**src/rtl/logic_counter_mod_updown.sv**
```systemverilog
// logic_counter_mod_updown
//   Parametrised synchronous presettable counter (74HC160/161/162/163/190/191 style).
//   Generic width, programmable modulus, up/down direction, synchronous clear,
//   synchronous parallel load and ENT-gated ripple carry/borrow for cascading.
//   Optional feature macro: LOGIC_CNT_AUTORELOAD_EN adds a reload register that
//   replaces the wrap value when counting past the terminal count.
module logic_counter_mod_updown #(
  parameter int WIDTH   = 4,
  parameter int MODULUS = 16
) (
  input  logic             CK,
  input  logic             nCLR,
  input  logic             nSCLR,
  input  logic             nLOAD,
  input  logic             ENP,
  input  logic             ENT,
  input  logic             UP,
  input  logic [WIDTH-1:0] DATAIN,
  output logic [WIDTH-1:0] COUNTER,
  output logic             CO
);

  // Elaboration-time guard on the parameter ranges
  if ((WIDTH < 1) || (WIDTH > 16)) begin : g_bad_width
    $error("logic_counter_mod_updown: WIDTH=%0d outside 1..16", WIDTH);
  end
  if ((MODULUS < 2) || (MODULUS > (1 << WIDTH))) begin : g_bad_modulus
    $error("logic_counter_mod_updown: MODULUS=%0d outside 2..2**WIDTH", MODULUS);
  end

  // Last value of the count cycle, zero and one at counter width
  localparam logic [WIDTH-1:0] TOP  = WIDTH'(MODULUS - 1);
  localparam logic [WIDTH-1:0] ZERO = {WIDTH{1'b0}};
  localparam logic [WIDTH-1:0] ONE  = WIDTH'(1);

  logic [WIDTH-1:0] next_count;
  logic [WIDTH-1:0] wrap_up;
  logic [WIDTH-1:0] wrap_down;
  logic             terminal;

`ifdef LOGIC_CNT_AUTORELOAD_EN
  logic [WIDTH-1:0] rld;

  // Reload register: cleared by the async clear, captures DATAIN on every load edge
  always_ff @(posedge CK or negedge nCLR) begin
    if (!nCLR) begin
      rld <= ZERO;
    end else if (!nLOAD) begin
      rld <= DATAIN;
    end else begin
      rld <= rld;
    end
  end

  // Wrapping past terminal restarts from the reload value in either direction
  always_comb begin
    wrap_up   = rld;
    wrap_down = rld;
  end
`else
  // Wrapping past terminal restarts the natural cycle
  always_comb begin
    wrap_up   = ZERO;
    wrap_down = TOP;
  end
`endif

  // Terminal detect and ripple carry/borrow; follows UP and ENT without waiting for a clock
  always_comb begin
    terminal = 1'b0;
    if (UP) begin
      terminal = (COUNTER >= TOP);
    end else begin
      terminal = (COUNTER == ZERO);
    end
    CO = ENT & terminal;
  end

  // Next-count selection: sync clear > load > count > hold
  always_comb begin
    next_count = COUNTER;
    if (!nSCLR) begin
      next_count = ZERO;
    end else if (!nLOAD) begin
      // Loaded verbatim, even when outside the count cycle
      next_count = DATAIN;
    end else if (ENP && ENT) begin
      if (UP) begin
        if (COUNTER >= TOP) begin
          next_count = wrap_up;
        end else begin
          next_count = COUNTER + ONE;
        end
      end else begin
        if (COUNTER == ZERO) begin
          next_count = wrap_down;
        end else if (COUNTER > TOP) begin
          // Out-of-range value re-enters the cycle at its top
          next_count = TOP;
        end else begin
          next_count = COUNTER - ONE;
        end
      end
    end else begin
      next_count = COUNTER;
    end
  end

  // Count register with asynchronous active-low clear
  always_ff @(posedge CK or negedge nCLR) begin
    if (!nCLR) begin
      COUNTER <= ZERO;
    end else begin
      COUNTER <= next_count;
    end
  end

endmodule

```
**config.mk**
```make
export PLATFORM = sky130hd
export DESIGN_NAME = logic_counter_mod_updown
export DESIGN_NICKNAME = d
export VERILOG_FILES = /design/src/rtl/logic_counter_mod_updown.sv
export SDC_FILE = /design/constraint.sdc
export NUM_CORES = 1
export LEC_CHECK = 0
export CAP_MARGIN = 15
export CORE_AREA = 2 2 39 41
export CTS_CLUSTER_SIZE = 25
export DETAILED_ROUTE_END_ITERATION = 16
export DIE_AREA = 0 0 41 43
export HOLD_SLACK_MARGIN = 0.08
export PLACE_DENSITY_LB_ADDON = 0.05
export SLEW_MARGIN = 20
export SYNTH_ARGS = -nofsm -noshare
export SYNTH_HDL_FRONTEND = slang
export SYNTH_SLANG_ARGS = --single-unit
```
**constraint.sdc**
```tcl
create_clock -name CK -period 1.2 [get_ports CK]
set_input_delay 0.24 -clock CK [delete_from_list [all_inputs] [get_ports CK]]
set_output_delay 0.24 -clock CK [all_outputs]
set_load 0.02 [all_outputs]
```
==> results.md <==
- Leakage: 0.355 nW
- Critical path arrival: 1.41 ns
- Power share of the sequential group: 0.243
- Sequential element share of the synthesized area: 0.262
- Drt drc: 0
- CTS max path bufs: 2
- Grt met3 use: 0.0628
- Compound-cell area share of the yosys netlist: 0.318
- Status: finished, violations left
- Largest area contributor in the netlist: dfrtp_1
- # IOs: 16
- Maximum vdd drop: 554 uV
- Most flop-heavy register: COUNTER
- Post-route insts no fill: 92
- Synth area leaders: dfrtp_1 26%, ha_1 9.8%, o211a_1 5.2%
- Detail Placement HPWL: 890 um
- Pins over their slew limit: 0
- Final GP Congestion: 0.726
- FILL cells: 125
- Synth Area in XOR/XNOR: 0.0459
- 1st-iter DRT viols: 1
- Post-synth top area share: 0.262
- Post-Place Cells: 85
- Post-Place Worst Slack: -0.773 ns
- Final nets: 91
- Logic pwr share: 0.476
- Yosys cell types: 28
- IO Port Bufs: 15
- Gr usage total: 0.162
- Layout area overhead: 108%
- Cell area after synthesis: 382 sq um
- Routed len/inst: 12.8 um
- Max frequency: 0.606 GHz
- Kind of critical path: reg -> out
- Switching Fraction: 0.315
- Die Footprint: 0.00176 sq mm
- PwrDens: 833 mW/mm^2
- Crit path from: COUNTER[1]$_DFFE_PN0P_
- Min-delay worst type: in -> async
- RSZ-0062 raised after global routing: yes
- CTS buffer count: 3
- Hold_buf cts: 0
- GR peak layer: met2
- Vert. Die Dim: 43 um
- Yosys warning total: 0
- Clock sink count: 4
- Global route total overflow: 0
- Most frequent cells in the layout: 10 x clkdlybuf4s50_1, 10 x buf_6, 10 x buf_4
- Met1 Usage GRT: 0.173
- Vias in the first global route: 490
- H-tree Lvls: 1
- Seq cells post-synth: 4
- Cells after synthesis: 45
- Vias per std cell: 5.00
- Met2 usage: 0.291
- First-pass GRT wire length: 1950 um
- Hold Fails Final Rpt: 0
- Syn_nets: 59
- Initial antenna violation count: 0
- Clock power share: 0.281
- Critical Path Source Type: flop
- Antenna viol nets, final: 0
- Worst-path fanout max: 2
- Vias after detailed routing: 460
- Final worst path period share: 1.37
- Setup ws final: -0.450 ns
- Crit Reg-Reg Startpoint: COUNTER[0]$_DFFE_PN0P_
- Slew margin rel.: 0.797
- Clk pin slew, worst setup/hold paths: 0.04 ns
- 1st-pass router iterations: 3
- Largest family of logic cells by synthesized area: compound AO/OA/AOI/OAI gates
- NetSw: 208 uW
- ANT cells: 0
- Crit. End Element: output port
- Max reg flops: 4
- Largest regs: COUNTER (4)
- Mux cell area share after synthesis: 0.0262
- WP data required: 0.96 ns
- Final wirelength: 1180 um
- Fin crit period: 1.65 ns
- Post-Synth Simple-Gate Area: 0.167
- Failing checks: negative setup slack
- Final Setup Violations: 5
- Post-layout util: 0.572
- Row Count: 14
- Layout cells sized above 1: 0.526
- Die width: 41 um
- Internal power: 452 uW
- Slew @ Worst Pin: 0.304 ns
- Final hold slack: 0.206 ns
- CTS tree: done
- Worst-Skew Late Latency: 0.24 ns
- Adder-cell share of the synthesized area: 0.0984
- Maximum number of pins on one net before global-route repair: 10
- Core ar.: 0.00138 sq mm
- Post-Syn Area per Cell: 8.48 sq um
- MaxCap Viol Count: 0
- Clk root buf: clkbuf_4
- Worst Skew: 0.000960 ns
- Initial Util: 0.276
## synthesized netlist by cell type
cell type	number
o311a_1	1
clkbuf_1	1
a21oi_1	3
o31ai_1	1
mux2i_1	1
o22ai_1	1
xnor2_1	1
o211a_1	2
dfrtp_1	4
nand3b_1	1
buf_4	1
o21bai_1	1
nand2_1	4
nor2_1	1
nand3_1	2
o21ai_0	1
and2_1	1
o211ai_1	2
a31oi_1	2
buf_2	1
nand2b_1	1
ha_1	3
xor2_1	1
nand4_1	1
a221oi_2	1
a21o_1	1
nor4b_1	1
inv_1	4
## worst paths after layout
path                                               end  slack [ns]  cells after the start
worst max-delay path                                CO       -0.45                      6
worst min-delay path            COUNTER[3]$_DFFE_PN0P_        0.21                      1
worst max register to register  COUNTER[3]$_DFFE_PN0P_       -0.38                      7
worst min register to register  COUNTER[3]$_DFFE_PN0P_        0.73                      4
max in group asynchronous       COUNTER[0]$_DFFE_PN0P_        0.81                      1
min in group CK                 COUNTER[1]$_DFFE_PN0P_        0.62                      2
## through the flow
stage / total power, mW / area, sq um / TNS [ns]
floorplan: 0.294 / 422 / -0.543
global placement: 0.414 / 666 / -2.48
detailed placement: 0.420 / 666 / -2.64
CTS: 0.656 / 778 / -1.33
global route: 0.706 / 792 / -1.54
finish: 0.659 / 792 / -1.25
## power by group through the flow
stage                     Clock [mW]  Combinational, mW  Sequential [mW]
after floorplan                    0              0.115            0.179
after global placement             0              0.255            0.159
after detailed placement           0              0.261            0.159
after CTS                      0.192              0.305            0.159
after global routing           0.207              0.337            0.161
final                          0.185              0.314            0.160
## critical path: stages, from the launching register on
cell and delay, ns:
dfrtp_2 0.41, inv_2 0.09, ha_4 0.15, nand2b_4 0.06, o31ai_2 0.18, and2_4 0.17, buf_6 0.10
## cell families (layout without fill, tap and decap cells)
family / count (synthesis) / count (layout)
adders and majority gates: 3 / 3
muxes: 1 / 1
DFF: 4 / 4
buffers and inverters: 7 / 38
xor gates and xnor gates: 2 / 2
AOI/OAI and AO/OA: 16 / 16
and+or+nand+nor: 12 / 12
## metal layers
layer  vias up  wire, um  part of all wire
li1        226         -                 -
met1       223       461              0.39
met2        11       662              0.56
met3         0        51             0.043
met4         0         0                 0
met5         -         0                 0
## final cells by class
cell class / instances / area, sq um / area share
Multi-Input combinational cell: 34 / 338 / 0.427
Timing Repair Buffer: 30 / 288 / 0.363
Sequential cell: 4 / 103 / 0.130
Clock buffer: 4 / 26.3 / 0.0332
Tap cell: 16 / 20.0 / 0.0253
Inverter: 4 / 17.5 / 0.0221
## repair_timing
action | in CTS | in global routing
hold endpoints to repair | 0 | 0
setup buffers | 5 | 2
endpoints found under the setup margin | 9 | 9
pin swaps | 9 | 5
gates resized for setup | 40 | 8
No activity file was read; power rests on OpenSTA's default activity.
